==> config.mk <==
export PLATFORM = sky130hd
export DESIGN_NAME = rca_fault_sel_ctrl_flat
export DESIGN_NICKNAME = d
export VERILOG_FILES = /design/src/rtl/rca_fault_sel_ctrl_if.sv /design/src/rtl/rca_fault_sel_ctrl.sv /design/src/flat_wrapper.sv
export SDC_FILE = /design/constraint.sdc
export NUM_CORES = 1
export LEC_CHECK = 0
export ABC_AREA = 0
export ABC_CLOCK_PERIOD_IN_PS = 2330
export BUFFER_PORTS_ARGS = -buffer_cell sky130_fd_sc_hd__buf_2
export CORE_UTILIZATION = 45
export DETAILED_ROUTE_END_ITERATION = 12
export GPL_ROUTABILITY_DRIVEN = 0
export PLACE_DENSITY = 0.65
export SYNTH_ARGS = -nofsm -noshare
export SYNTH_HDL_FRONTEND = slang
export SYNTH_SLANG_ARGS = --single-unit
export TNS_END_PERCENT = 10
==> constraint.sdc <==
create_clock -name clk -period 2.33 [get_ports clk]
set_input_delay 0.699 -clock clk [delete_from_list [all_inputs] [get_ports clk]]
set_output_delay 0.699 -clock clk [all_outputs]
set_load 0.1 [all_outputs]
==> src/rtl/rca_fault_sel_ctrl_if.sv <==
// Bus between the duplexed adder pair and the fault-select controller.
// The controller receives the two adder results and drives the mux select,
// the test-operand override and the status flags.
interface rca_fault_sel_ctrl_if #(
  parameter int WIDTH = 4
);
  logic             valid_in;
  logic [WIDTH:0]   sum_p;
  logic [WIDTH:0]   sum_s;
  logic             sel;
  logic             test_en;
  logic [WIDTH-1:0] test_a;
  logic [WIDTH-1:0] test_b;
  logic             test_cin;
  logic             busy;
  logic             fault_p;
  logic             fault_s;
  logic             err;
  logic [7:0]       trans_cnt;

  // Adder/datapath side: supplies results, consumes select and test controls.
  modport master (
    output valid_in, sum_p, sum_s,
    input  sel, test_en, test_a, test_b, test_cin,
    input  busy, fault_p, fault_s, err, trans_cnt
  );

  // Controller side.
  modport slave (
    input  valid_in, sum_p, sum_s,
    output sel, test_en, test_a, test_b, test_cin,
    output busy, fault_p, fault_s, err, trans_cnt
  );
endinterface

==> src/rtl/rca_fault_sel_ctrl.sv <==
// Fault-select controller for a primary/spare ripple-carry adder pair.
// Duplex-compares the two sums; after THRESH consecutive mismatches it drives
// two known test vectors into both adders, decides which adder is broken and
// steers the output mux to the healthy one. All outputs are registered.
module rca_fault_sel_ctrl #(
  parameter int WIDTH   = 4,
  parameter int THRESH  = 3,
  parameter int TIMEOUT = 8
) (
  input logic                 clk,
  input logic                 rst_n,
  rca_fault_sel_ctrl_if.slave bus
);

  typedef enum logic [2:0] {
    NORMAL, DRV1, WAIT1, DRV2, WAIT2, SPARE, PRI_ONLY, FAILED
  } state_t;

  // Vector 1: all-ones + 0 + cin=1 ripples a carry through every stage.
  // Vector 2: 1010.. + 0101.. + cin=0 gives all-ones with no carry at all.
  localparam logic [WIDTH:0] E1 = {1'b1, {WIDTH{1'b0}}};
  localparam logic [WIDTH:0] E2 = {1'b0, {WIDTH{1'b1}}};
  localparam logic [3:0]     THRESH_C = 4'(THRESH);
  localparam int             TW = (TIMEOUT > 1) ? $clog2(TIMEOUT) : 1;
  localparam logic [TW-1:0]  TMR_LAST = TW'(TIMEOUT - 1);

  state_t           state_reg;
  logic [3:0]       mis_cnt_reg;
  logic [TW-1:0]    tmr_reg;
  logic             pf_reg, sf_reg;
  logic             sel_reg, test_en_reg, test_cin_reg, busy_reg;
  logic             fault_p_reg, fault_s_reg, err_reg;
  logic [WIDTH-1:0] test_a_reg, test_b_reg;
  logic [7:0]       trans_cnt_reg;

  // Alternating pattern with a 1 in every odd bit position (..1010).
  logic [WIDTH-1:0] alt_pat;
  for (genvar gi = 0; gi < WIDTH; gi++) begin : g_alt
    assign alt_pat[gi] = (gi % 2 == 1);
  end

  logic [3:0] mis_inc;
  logic       pf_next, sf_next;
  assign mis_inc = mis_cnt_reg + 4'd1;
  // Final verdict folds the vector-2 comparison into the vector-1 result.
  assign pf_next = pf_reg | (bus.sum_p != E2);
  assign sf_next = sf_reg | (bus.sum_s != E2);

  // Controller FSM with all outputs registered alongside the state.
  always_ff @(posedge clk) begin
    if (!rst_n) begin
      state_reg     <= NORMAL;
      mis_cnt_reg   <= '0;
      tmr_reg       <= '0;
      pf_reg        <= 1'b0;
      sf_reg        <= 1'b0;
      sel_reg       <= 1'b0;
      test_en_reg   <= 1'b0;
      test_a_reg    <= '0;
      test_b_reg    <= '0;
      test_cin_reg  <= 1'b0;
      busy_reg      <= 1'b0;
      fault_p_reg   <= 1'b0;
      fault_s_reg   <= 1'b0;
      err_reg       <= 1'b0;
      trans_cnt_reg <= '0;
    end else begin
      case (state_reg)
        NORMAL: begin
          if (bus.valid_in) begin
            if (bus.sum_p != bus.sum_s) begin
              if (mis_inc == THRESH_C) begin
                mis_cnt_reg  <= '0;
                state_reg    <= DRV1;
                test_en_reg  <= 1'b1;
                busy_reg     <= 1'b1;
                test_a_reg   <= '1;
                test_b_reg   <= '0;
                test_cin_reg <= 1'b1;
              end else begin
                mis_cnt_reg <= mis_inc;
              end
            end else begin
              mis_cnt_reg <= '0;
            end
          end
        end
        // Give the adders one cycle to settle on the forced operands.
        DRV1: begin
          state_reg <= WAIT1;
          tmr_reg   <= '0;
        end
        WAIT1: begin
          if (bus.valid_in) begin
            pf_reg       <= (bus.sum_p != E1);
            sf_reg       <= (bus.sum_s != E1);
            state_reg    <= DRV2;
            test_a_reg   <= alt_pat;
            test_b_reg   <= ~alt_pat;
            test_cin_reg <= 1'b0;
          end else if (tmr_reg == TMR_LAST) begin
            state_reg    <= FAILED;
            err_reg      <= 1'b1;
            sel_reg      <= 1'b0;
            test_en_reg  <= 1'b0;
            busy_reg     <= 1'b0;
            test_a_reg   <= '0;
            test_b_reg   <= '0;
            test_cin_reg <= 1'b0;
          end else begin
            tmr_reg <= tmr_reg + 1'b1;
          end
        end
        DRV2: begin
          state_reg <= WAIT2;
          tmr_reg   <= '0;
        end
        WAIT2: begin
          if (bus.valid_in || tmr_reg == TMR_LAST) begin
            test_en_reg  <= 1'b0;
            busy_reg     <= 1'b0;
            test_a_reg   <= '0;
            test_b_reg   <= '0;
            test_cin_reg <= 1'b0;
          end
          if (bus.valid_in) begin
            pf_reg <= pf_next;
            sf_reg <= sf_next;
            case ({pf_next, sf_next})
              2'b10: begin
                fault_p_reg <= 1'b1;
                sel_reg     <= 1'b1;
                state_reg   <= SPARE;
              end
              2'b01: begin
                fault_s_reg <= 1'b1;
                sel_reg     <= 1'b0;
                state_reg   <= PRI_ONLY;
              end
              2'b00: begin
                if (trans_cnt_reg != 8'hFF) trans_cnt_reg <= trans_cnt_reg + 8'd1;
                state_reg <= NORMAL;
              end
              default: begin
                err_reg   <= 1'b1;
                sel_reg   <= 1'b0;
                state_reg <= FAILED;
              end
            endcase
          end else if (tmr_reg == TMR_LAST) begin
            err_reg   <= 1'b1;
            sel_reg   <= 1'b0;
            state_reg <= FAILED;
          end else begin
            tmr_reg <= tmr_reg + 1'b1;
          end
        end
        // SPARE, PRI_ONLY and FAILED hold until reset.
        default: begin
          state_reg <= state_reg;
        end
      endcase
    end
  end

  assign bus.sel       = sel_reg;
  assign bus.test_en   = test_en_reg;
  assign bus.test_a    = test_a_reg;
  assign bus.test_b    = test_b_reg;
  assign bus.test_cin  = test_cin_reg;
  assign bus.busy      = busy_reg;
  assign bus.fault_p   = fault_p_reg;
  assign bus.fault_s   = fault_s_reg;
  assign bus.err       = err_reg;
  assign bus.trans_cnt = trans_cnt_reg;

endmodule

==> src/flat_wrapper.sv <==
// flat-port wrapper written by rule: the top's interface ports become plain ports
module rca_fault_sel_ctrl_flat 
#(
  parameter int WIDTH   = 4,
  parameter int THRESH  = 3,
  parameter int TIMEOUT = 8
)
  (clk, rst_n, bus_valid_in, bus_sum_p, bus_sum_s, bus_sel, bus_test_en, bus_test_a, bus_test_b, bus_test_cin, bus_busy, bus_fault_p, bus_fault_s, bus_err, bus_trans_cnt);
  rca_fault_sel_ctrl_if #(.WIDTH(WIDTH)) bus_i ();
  input logic clk;
  input logic rst_n;
  input wire logic [$bits(bus_i.valid_in)-1:0] bus_valid_in;
  input wire logic [$bits(bus_i.sum_p)-1:0] bus_sum_p;
  input wire logic [$bits(bus_i.sum_s)-1:0] bus_sum_s;
  output wire logic [$bits(bus_i.sel)-1:0] bus_sel;
  output wire logic [$bits(bus_i.test_en)-1:0] bus_test_en;
  output wire logic [$bits(bus_i.test_a)-1:0] bus_test_a;
  output wire logic [$bits(bus_i.test_b)-1:0] bus_test_b;
  output wire logic [$bits(bus_i.test_cin)-1:0] bus_test_cin;
  output wire logic [$bits(bus_i.busy)-1:0] bus_busy;
  output wire logic [$bits(bus_i.fault_p)-1:0] bus_fault_p;
  output wire logic [$bits(bus_i.fault_s)-1:0] bus_fault_s;
  output wire logic [$bits(bus_i.err)-1:0] bus_err;
  output wire logic [$bits(bus_i.trans_cnt)-1:0] bus_trans_cnt;
  assign bus_i.valid_in = bus_valid_in;
  assign bus_i.sum_p = bus_sum_p;
  assign bus_i.sum_s = bus_sum_s;
  assign bus_sel = bus_i.sel;
  assign bus_test_en = bus_i.test_en;
  assign bus_test_a = bus_i.test_a;
  assign bus_test_b = bus_i.test_b;
  assign bus_test_cin = bus_i.test_cin;
  assign bus_busy = bus_i.busy;
  assign bus_fault_p = bus_i.fault_p;
  assign bus_fault_s = bus_i.fault_s;
  assign bus_err = bus_i.err;
  assign bus_trans_cnt = bus_i.trans_cnt;
  rca_fault_sel_ctrl #(.WIDTH(WIDTH), .THRESH(THRESH), .TIMEOUT(TIMEOUT)) u_core (.clk(clk), .rst_n(rst_n), .bus(bus_i));
endmodule
### Yosys cells after proc, flatten, opt, wreduce, memory -nomap -nowiden

Cells that the tools add are included.
W data, S select, Z words.

* word-level logic and storage cells: 117
* bits of input ports: 13
* register bits after elaboration: 34

* bitwise logic cells: 2
* reductions and logical operators: 21
* equality and inequality tests: 27
* $add $sub $neg: 3
* mux-type cells: 50

Operator list (count)
* $mux W4: 12
* $mux W3: 8
* $pmux W4 S3: 2
* $mux W1: 18
* $reduce_and A3 Y1: 6
* $pmux W3 S5: 1
* $ne A2 B2 Y1 const B: 6
* $ne A5 B4 Y1 const B: 2
* $ne A5 B5 Y1 const B: 2
* $pmux W1 S2: 5
* $pmux W3 S3: 1
* $add A8 B1 Y8 const B: 1
* $ne A2 B1 Y1 const B: 4
* $ne A8 B8 Y1 const B: 1
* $reduce_and A4 Y1: 2
* $reduce_and A7 Y1: 1
* $eq A3 B2 Y1 const B: 2
* $eq A3 B3 Y1 const B: 2
* $ne A3 B3 Y1 const B: 2
* $pmux W1 S3: 2
* $pmux W3 S2: 1
* $reduce_and A6 Y1: 1
* $ne A5 B5 Y1: 1
* $reduce_bool A5 Y1: 1
* other kinds (16): 19

### Depth between registers and ports, before layout

Gate-level depths: netlist (run 1).

* depth after elaboration: 7
* depth in mapped cells: 7
* gate-level depth less buffers: 7

### Least setup slack after synthesis (run 1)

Ideal clock, no wire load.

* path type: register -> register
* from: reg u_core.trans_cnt_reg[0], in the netlist u_core.bus.trans_cnt[0]
* to: reg u_core.trans_cnt_reg[0], in the netlist u_core.bus.trans_cnt[0]
* stages on the path, launching flop included: 7
* buffers on the path: 0
* slack: 0.181 ns
* data required time: 2.202 ns
* period minus slack after synthesis: 2.149 ns
* arrival time: 2.021 ns
* path through: dfxtp_1 -> ha_1 -> nand3_1 -> o21ai_2 -> nor2_1 -> xnor2_1 -> nor2_1

* longest elaborated chain between the ends: 2

Ends and longest elaborated chain
* from (decl): RTL line rca_fault_sel_ctrl.sv:34 `logic [7:0] trans_cnt_reg;`
* from (signal assigned): RTL line rca_fault_sel_ctrl.sv:141 `if (trans_cnt_reg != 8'hFF) trans_cnt_reg <= trans_cnt_reg + 8'd1;`
* parallel branches: the longest is 2 deep, another holds $add A8 B1 Y8

Several ways; the timed one is not identified.
A chain may end at the register's enable or synchronous reset.

### Worst setup path in the final report (run 1)

* from: reg u_core.mis_cnt_reg[0]
* to: reg u_core.test_b_reg[0], in the netlist u_core.bus.test_b[0]

* longest elaborated chain between the ends: 4

Ends and longest elaborated chain
* from (decl): RTL line rca_fault_sel_ctrl.sv:28 `logic [3:0] mis_cnt_reg;`
* from (signal assigned): RTL line rca_fault_sel_ctrl.sv:81 `mis_cnt_reg <= mis_inc;`
* $add A4 B1 Y4: RTL line rca_fault_sel_ctrl.sv:44 `assign mis_inc = mis_cnt_reg + 4'd1;`
* $eq A4 B2 Y1: RTL line rca_fault_sel_ctrl.sv:72 `if (mis_inc == THRESH_C) begin`
* $ne A2 B1 Y1 (no source line)
* $reduce_and A6 Y1 (no source line)
* to (signal assigned): RTL line rca_fault_sel_ctrl.sv:99 `test_b_reg <= ~alt_pat;`
* to (decl): RTL line rca_fault_sel_ctrl.sv:33 `logic [WIDTH-1:0] test_a_reg, test_b_reg;`

Every way passes these cells.

==> results.ini, run 1 <==
[run_status]
status = finished clean

[route]
drtAntennaViolNets = 0
firstDrtPassIters = 4
route.detailed.drc = 0
routed_wl_um = 3316
drt_iter0_drc = 70
num_vias = 1485
viasPerCell = 5.304
drt-wirelength-per-cell_um = 11.84

[worst_setup_path]
cp.arrival_ns = 2.15
start_kind = register
cp-end-kind = register
crit_path_max_fanout = 6
rr_worst_depth = 7
max_stage_delay_ns = 0.47
crit_required_ns = 2.55
reg2reg_to = u_core.bus.test_b[0]
cp.depth = 7
slowest_stage = or4_1
worstPathCellList = inv_1 -> ha_1 -> and3_1 -> a31oi_1 -> a21oi_2 -> or4_1 -> a21oi_1
cp_top_family = simple AND/OR/NAND/NOR gates
timing_worst_setup_path_type = register to register
worst-r2r-setup-slack_ns = 0.39
r2r-start = u_core.mis_cnt_reg[0]
path_buf_inv = 1

[yosys]
avgSynthCellArea_um2 = 8.136
synth_cell_types = 51
synth.area.top_cells = dfxtp_1, a21oi_1, nor2_1, nand2_1, ha_1
ys_warn_count = 0
async_flop_share = 0
netlist.area_leader.share = 0.3328
synth_edf_count = 0
seq_area_frac_synth = 0.3328
synth_ff_type = dfxtp_1
synth_cells = 207
syn-cell-area_mm2 = 0.001684
synth_top_area_cell = dfxtp_1
ys_seq_elements = 28

[global_routing]
grt_usage = 0.1736
grt_pass1_wl_um = 5699
grt_pass1_vias = 1307
antenna_found_initial = 0
overflow = 0
grt_max_degree = 18

[placed_design]
post-place-ws_ns = 0.2970
dp_hpwl_um = 2548
post-place-cells = 276
io_buffers = 33

[floorplanning]
io_pins = 36
num_rows = 21
fp.dieW_um = 63.18
die_area_mm2 = 0.003991
core_mm2 = 0.003468
die_h_um = 63.18
start_util = 0.4856

[sta]
fin_skew_ns = 0.002133
period_share = 0.8316
relSlewSlack = 0.6611
min_period_ns = 1.938
rsz0062_at_grt = false
timing.final.setup_violations = 0
fin_tns_setup_ns = 0
setup_slack_ns = 0.3924
drv_slew = 0
hold_violations = 0
worst_pin_slew_ns = 0.5076
max_freq_mhz = 516.1

[layout]
num-nets-final = 253
largest_reg_flops = 8
syn_to_final_growth_pct = 14.04
drive_gt1_frac = 0.2350
fin_cells = 280
antenna_cells = 0

[worst_hold_path]
hold_start = u_core.pf_reg
hold_path_depth = 2
hold_path_end = u_core.pf_reg
hold_path.class = register to register

[power_and_ir_drop]
ir_worst_vdd_v = 0.0002620
p_per_area_mw_per_mm2 = 539.3
total_power_w = 0.001036
p_leak_nw = 0.7594

[clock_tree]
numCtsBuffers = 3
post_cts_resized = 0
htreeDepth = 1
clk_latency_ns = 0.28
cts_root_buf = clkbuf_8
cts_tree = done
cts_hold_buf = 0
clk_pin_slew_ns = 0.09
cts_buffer_depth = 2
post_cts_buffers = 0
cts_sinks = 28

[flow_run]
maxCapViolCount = 0

## worst max path at each step
| stage | from | end | slack (ns) |
|---|---|---|---|
| finish | u_core.mis_cnt_reg[0] | u_core.bus.test_b[0] | 0.39 |
| global route | u_core.mis_cnt_reg[0] | u_core.bus.test_b[0] | 0.26 |
| detailed placement | bus_sum_s[4] | u_core.bus.test_a[2] | 0.30 |
| CTS | u_core.mis_cnt_reg[0] | u_core.bus.test_b[0] | 0.39 |
| global placement | bus_sum_s[4] | u_core.bus.test_b[0] | 0.31 |
| floorplan | u_core.bus.trans_cnt[0] | u_core.bus.trans_cnt[0] | 0.18 |
## worst register-to-register path, stage by stage, from the launching register on
cell and delay (ns):
dfxtp_1 0.44, inv_1 0.09, ha_1 0.20, and3_1 0.17, a31oi_1 0.27, a21oi_2 0.10
or4_1 0.47, a21oi_1 0.13
## where the power goes
part / internal [W] / leakage (nW) / switching, W
Clock: 0.000230 / 0.0357 / 0.000154
Combinational: 0.0000387 / 0.498 / 0.000118
Sequential: 0.000486 / 0.226 / 0.00000892
Total: 0.000755 / 0.759 / 0.000281
## synthesized netlist by cell type, types with 2 or more instances
library cell  count
nand3_1          10
nand2_1          18
nor3_1            4
nand2b_1          3
ha_1              5
nor2_1           21
o21a_1            4
nand3b_1          2
nand4_1           2
and3_1            2
o21ai_2           2
xnor2_1           7
dfxtp_1          28
inv_1             6
o21ai_0           5
o211ai_1          3
a211oi_1          2
nor3_2            2
clkbuf_1          6
a21oi_1          19
xor2_1            5
nor2b_1           4
nor4_1            4
nor3b_1           3
nor4_2            2
and2_1            2
buf_4             8
a21oi_2           2
o22ai_1           2
a31oi_1           3
## cell families after synthesis
logic type               Yosys count  share of synthesized area
AO/OA/AOI/OAI                     48                     0.1820
other                              1                   0.002227
flip-flops                        28                     0.3328
multiplexers                       2                    0.01263
adder cells (fa/ha/maj)            5                    0.03715
buffers and inverters             23                    0.07429
XOR/XNOR                          12                    0.06241
AND/OR/NAND/NOR                   88                     0.2964
## through the flow
step           utilization  hold slack (ns)  cell area [µm²]
2_1_floorplan            -           0.4274             1688
5_1_grt             0.5538           0.4812             1921
3_5_place_dp        0.5332           0.4544             1849
3_3_place_gp        0.5332           0.4416             1849
6_report            0.5538           0.4656             1921
4_1_cts             0.5538           0.4681             1921
## cell usage in the layout, fill, tap and decap left out, drive strengths merged, types with 3 or more instances in the layout
| cell type | instances |
|---|---|
| nand2b | 3 |
| nor3b | 3 |
| nor2b | 4 |
| dfxtp | 28 |
| o21a | 4 |
| a21oi | 21 |
| nand4 | 3 |
| clkbuf | 3 |
| inv | 6 |
| a31oi | 3 |
| o21ai | 7 |
| nor2 | 21 |
| nand2 | 18 |
| nor4 | 6 |
| ha | 5 |
| buf | 38 |
| o211ai | 3 |
| xor2 | 5 |
| nand3 | 10 |
| xnor2 | 7 |
| nor3 | 6 |
## cell type report
class / count / area, µm²
flip-flops and latches: 28 / 560.5
clock buffers: 3 / 41.29
repair buffers: 38 / 202.7
fillers: 366 / 1548
multi-input cells: 157 / 1002
well taps: 46 / 57.56
clock inverters: 1 / 30.03
inverters: 7 / 26.28
## metal layers
layer / vias up / part of all wire / track usage
li1: 781 / - / -
met1: 674 / 0.48 / 0.2130
met2: 26 / 0.48 / 0.3132
met3: 4 / 0.031 / 0.03804
met4: 0 / 0.0057 / 0.02557
met5: - / 0 / 0
No activity file was read; power rests on OpenSTA's default activity.
==> inputs of run 2 (changes only) <==
--- a/config.mk
+++ b/config.mk
@@ -6,12 +6,12 @@
 export NUM_CORES = 1
 export LEC_CHECK = 0
 export ABC_AREA = 0
-export ABC_CLOCK_PERIOD_IN_PS = 2330
+export ABC_CLOCK_PERIOD_IN_PS = 1690
 export BUFFER_PORTS_ARGS = -buffer_cell sky130_fd_sc_hd__buf_2
 export CORE_UTILIZATION = 45
 export DETAILED_ROUTE_END_ITERATION = 12
 export GPL_ROUTABILITY_DRIVEN = 0
-export PLACE_DENSITY = 0.65
+export PLACE_DENSITY = 0.68
 export SYNTH_ARGS = -nofsm -noshare
 export SYNTH_HDL_FRONTEND = slang
 export SYNTH_SLANG_ARGS = --single-unit
==> constraint.sdc (replaced) <==
create_clock -name clk -period 1.69 [get_ports clk]
set_input_delay 0.507 -clock clk [delete_from_list [all_inputs] [get_ports clk]]
set_output_delay 0.507 -clock clk [all_outputs]
set_load 0.1 [all_outputs]
==> results.ini, run 2 (synthesis gave the netlist of run 1 again) <==
[layout]
num-nets-final = 272  ; +7.5%
seq_area_um2 = 573.1  ; +2.2%
final_cell_mix = buf_2, buf_4, nor2_1
largest_reg_flops = 8  ; unchanged
multiInputGateArea_mm2 = 0.001060  ; +5.7%
finalInstanceArea_mm2 = 0.002133  ; +11%
syn_to_final_growth_pct = 26.67
fillers = 332  ; -9.3%
drive_gt1_frac = 0.3755  ; +0.1405
utilization = 0.6151  ; +0.06133
final_common_cell = buf_2
antenna_cells = 0  ; unchanged

[clock_tree]
cts_buffer_depth = 2  ; unchanged
cts_tree = done
clk_latency_ns = 0.28  ; about the same
cts_sinks = 28  ; unchanged
numCtsBuffers = 3  ; unchanged
htreeDepth = 1  ; unchanged
cts_root_buf = clkbuf_8
clk_pin_slew_ns = 0.10  ; about the same

[worst_setup_path]
cp-end-kind = register
timing_worst_setup_path_type = register to register
crit_required_ns = 1.91  ; -0.64 ns
start_kind = register
cp.arrival_ns = 1.85  ; -0.30 ns
crit_path_max_fanout = 4  ; -2

[sta]
timing.final.setup_violations = 0  ; unchanged
setup_slack_ns = 0.05426  ; -0.3382 ns
period_share = 0.9679  ; +0.1363
drv_slew = 0  ; unchanged
fin_tns_setup_ns = 0  ; unchanged
hold_violations = 0  ; unchanged
fin_skew_ns = 0.005182  ; +0.003049 ns
rsz0062_at_grt = true
hold_ws_ns = 0.4596  ; -0.005921 ns
min_period_ns = 1.636  ; -0.3018 ns
max_freq_mhz = 611.3  ; +18%

[floorplanning]
io_pins = 36  ; unchanged
die_h_um = 63.18  ; unchanged
core_mm2 = 0.003468  ; unchanged
die_area_mm2 = 0.003991  ; unchanged
fp.dieW_um = 63.18  ; unchanged
num_rows = 21  ; unchanged
start_util = 0.4856  ; unchanged

[global_routing]
grt_pass1_vias = 1412  ; +8.0%
grt_pass1_wl_um = 6279  ; +10%
antenna_found_initial = 0  ; unchanged
grt_max_degree = 17  ; -1
overflow = 0  ; unchanged
grt_usage = 0.1992  ; +0.02559

[route]
route.detailed.drc = 0  ; unchanged
routed_wl_um = 3691  ; +11%
firstDrtPassIters = 4  ; unchanged
drt_iter0_drc = 84  ; +20%
drtAntennaViolNets = 0  ; unchanged
num_vias = 1567  ; +5.5%
viasPerCell = 5.241  ; -1.2%
drt-wirelength-per-cell_um = 12.34  ; +4.2%

[run_status]
status = finished clean

[power_and_ir_drop]
p_leak_nw = 0.8691  ; +14%
ir_worst_vdd_v = 0.0005206  ; +99%
p_per_area_mw_per_mm2 = 694.3  ; +29%

[placed_design]
post-place-ws_ns = -0.2354  ; -0.5324 ns
dpl_cell_area_mm2 = 0.001987  ; +7.4%
io_buffers = 33  ; unchanged
dp_hpwl_um = 2676  ; +5.0%

[flow_run]
maxCapViolCount = 0  ; unchanged

[worst_hold_path]
hold_path.class = register to register

## run 2: cell types whose count changed in the layout (fill, tap and decap cells not counted), sizes merged
cell and delta:
buf +19
## run 2: worst max-delay path, stage by stage (launching register included)
cell,delay [ns]
dfxtp_2,0.38
inv_2,0.05
ha_2,0.18
and3_1,0.17
a31oi_2,0.19
a21oi_2,0.09
or4_1,0.40
a21oi_1,0.12
## run 2: final timing paths
| kind | depth (start not counted) | end | startpoint | slack [ns] |
|---|---|---|---|---|
| worst max register to register | 7 | u_core.bus.test_b[0] | u_core.mis_cnt_reg[0] | 0.05 |
| worst min-delay path | 2 | u_core.bus.test_a[1] | u_core.bus.test_a[1] | 0.46 |
| worst max-delay path | 7 | u_core.bus.test_b[0] | u_core.mis_cnt_reg[0] | 0.05 |
| worst min register to register | 2 | u_core.bus.test_a[1] | u_core.bus.test_a[1] | 0.46 |
## run 2: report_power, final
group	internal [W]	switching [W]
logic	0.0000864	0.000178
registers	0.000671	0.0000109
clock network	0.000317	0.000217
total	0.00107	0.000407
## run 2: through the flow
step,cells,total power (W)
5_1_grt,299,0.001541
4_1_cts,299,0.001491
3_3_place_gp,293,0.0009400
2_1_floorplan,208,0.0008740
3_5_place_dp,293,0.0009417
6_report,299,0.001481
## run 2: layer usage
| layer | global-route usage | routed length (µm) | vias to the layer above |
|---|---|---|---|
| met5 | 0 | 0 | - |
| met4 | 0.07670 | 52 | 0 |
| met3 | 0.02717 | 85 | 4 |
| met2 | 0.3212 | 1611 | 28 |
| met1 | 0.2674 | 1942 | 713 |
| li1 | - | - | 822 |
## run 2: cell type report
class                      instances  share of cell area
clock buffer                       3             0.01935
clock inverter                     1             0.01408
inverter                           7             0.01232
multi-input combinational        157              0.4968
sequential                        28              0.2686
tap                               46             0.02698
timing repair buffer              57              0.1619
## run 2: timing repair
action	CTS	global route
setup endpoints to repair	3	10
gates resized for setup	7	9
hold buffers	0	0
cloned	0	0
setup buffers	2	0
pin swaps	4	1
==> inputs of run 3 (changes only) <==
--- a/config.mk
+++ b/config.mk
@@ -12,6 +12,7 @@
 export DETAILED_ROUTE_END_ITERATION = 12
 export GPL_ROUTABILITY_DRIVEN = 0
 export PLACE_DENSITY = 0.68
+export RECOVER_POWER = 50
 export SYNTH_ARGS = -nofsm -noshare
 export SYNTH_HDL_FRONTEND = slang
 export SYNTH_SLANG_ARGS = --single-unit
==> results.ini, run 3 (synthesis gave the netlist of run 1 again) <==
[layout]
drive_gt1_frac = 0.3715  ; -0.003953
antenna_cells = 0  ; unchanged
num-nets-final = 272  ; unchanged
syn_to_final_growth_pct = 26.45
final_cell_mix = buf_2, buf_4, nor2_1
largest_reg_flops = 8  ; unchanged
final_common_cell = buf_2

[route]
route.detailed.drc = 0  ; unchanged
num_vias = 1573  ; +0.38%
routed_wl_um = 3676  ; -0.41%
drtAntennaViolNets = 0  ; unchanged
drt-wirelength-per-cell_um = 12.29  ; -0.41%
viasPerCell = 5.261  ; +0.38%
firstDrtPassIters = 4  ; unchanged
drt_iter0_drc = 84  ; unchanged

[power_and_ir_drop]
p_per_area_mw_per_mm2 = 696.4  ; +0.30%
ir_worst_vdd_v = 0.0005228  ; +0.43%
total_power_w = 0.001483  ; +0.12%
p_leak_nw = 0.8648  ; -0.49%

[floorplanning]
start_util = 0.4856  ; unchanged
die_h_um = 63.18  ; unchanged
die_area_mm2 = 0.003991  ; unchanged
core_mm2 = 0.003468  ; unchanged
io_pins = 36  ; unchanged
fp.dieW_um = 63.18  ; unchanged
num_rows = 21  ; unchanged

[global_routing]
grt_max_degree = 17  ; unchanged
grt_usage = 0.1992  ; unchanged
antenna_found_initial = 0  ; unchanged
overflow = 0  ; unchanged
grt_pass1_vias = 1412  ; unchanged
grt_pass1_wl_um = 6279  ; unchanged

[clock_tree]
clk_pin_slew_ns = 0.10  ; about the same
cts_hold_buf = 0  ; unchanged
cts_root_buf = clkbuf_8
cts_sinks = 28  ; unchanged
cts_buffer_depth = 2  ; unchanged
htreeDepth = 1  ; unchanged
clk_latency_ns = 0.28  ; about the same
cts_tree = done
numCtsBuffers = 3  ; unchanged

[placed_design]
dp_hpwl_um = 2676  ; unchanged
io_buffers = 33  ; unchanged

[sta]
period_share = 0.9679  ; about the same
rsz0062_at_grt = true
fin_skew_ns = 0.004087  ; -0.001095 ns
timing.final.setup_violations = 0  ; unchanged
fin_tns_setup_ns = 0  ; unchanged
hold_ws_ns = 0.4599  ; +0.0002150 ns
drv_slew = 0  ; unchanged
hold_violations = 0  ; unchanged
min_period_ns = 1.636  ; +0.000006400 ns
max_freq_mhz = 611.3  ; about the same

[worst_setup_path]
startpoint = u_core.mis_cnt_reg[0]
endpoint = u_core.bus.test_b[0]
crit_required_ns = 1.91  ; about the same
reg2reg_to = u_core.bus.test_b[0]
cp.arrival_ns = 1.85  ; about the same
rr_worst_depth = 7  ; unchanged
cp-end-kind = register
start_kind = register
slowest_stage = or4_1
r2r-start = u_core.mis_cnt_reg[0]
worst-r2r-setup-slack_ns = 0.05  ; about the same
crit_path_max_fanout = 4  ; unchanged
timing_worst_setup_path_type = register to register
worstPathCellList = inv_2 -> ha_2 -> and3_1 -> a31oi_2 -> a21oi_2 -> or4_1 -> a21oi_1
max_stage_delay_ns = 0.40  ; about the same

[flow_run]
maxCapViolCount = 0  ; unchanged

[worst_hold_path]
hold_path.class = register to register
hold_start = u_core.bus.test_a[1]

[run_status]
status = finished clean

[run 3: cell types whose count changed in the layout (fill, tap and decap cells not counted)]
cell and delta:
buf_4 -1, clkbuf_1 +1
[run 3: worst min path at each step]
stage	end	cells past startpoint
global route	u_core.pf_reg	2
finish	u_core.bus.test_a[1]	2
CTS	u_core.pf_reg	2
floorplan	u_core.sf_reg	2
detailed placement	u_core.pf_reg	2
global placement	u_core.pf_reg	2
[run 3: worst max-delay path: cells and delay by family (launching register included)]
family | cells | cell delay [ns]
and+or+nand+nor | 2 | 0.57
AOI/OAI and AO/OA | 3 | 0.40
DFF | 1 | 0.38
adders and majority gates | 1 | 0.18
buffers and inverters | 1 | 0.05
[run 3: where the power goes]
group,leakage [nW],switching [W],internal [W]
Clock,0.0357,0.000219,0.000317
Combinational,0.598,0.000178,0.0000864
Sequential,0.231,0.0000109,0.000671
Total,0.865,0.000408,0.00107
[run 3: metrics by stage]
step	util	std cells	worst slack [ns]	instance area, µm²
2_1_floorplan	-	208	-0.2078	1698
6_report	0.6140	299	0.05425	2130
5_1_grt	0.6140	299	-0.02607	2130
3_5_place_dp	0.5729	293	-0.2354	1987
4_1_cts	0.6039	299	0.02163	2095
3_3_place_gp	0.5729	293	-0.1692	1987
[run 3: repair_timing]
action,in CTS,in global routing
pin swaps,4,1
gates resized for setup,7,9
endpoints found under the hold margin,0,0
endpoints found under the setup margin,3,10
buffers inserted,2,0
[run 3: metal layers]
layer,part of all wire,GRT usage,vias to the layer above
li1,-,-,822
met1,0.52,0.2674,718
met2,0.44,0.3212,29
met5,0,0,-
met3,0.027,0.02717,4
met4,0.014,0.07670,0
[run 3: cell type report]
type | instances | area, µm²
sequential | 28 | 573.1
tap | 46 | 57.56
clock inverter | 1 | 30.03
inverter | 7 | 26.28
multi-input combinational | 157 | 1060
timing repair buffer | 57 | 341.6
clock buffer | 3 | 41.29
fill | 334 | 1339
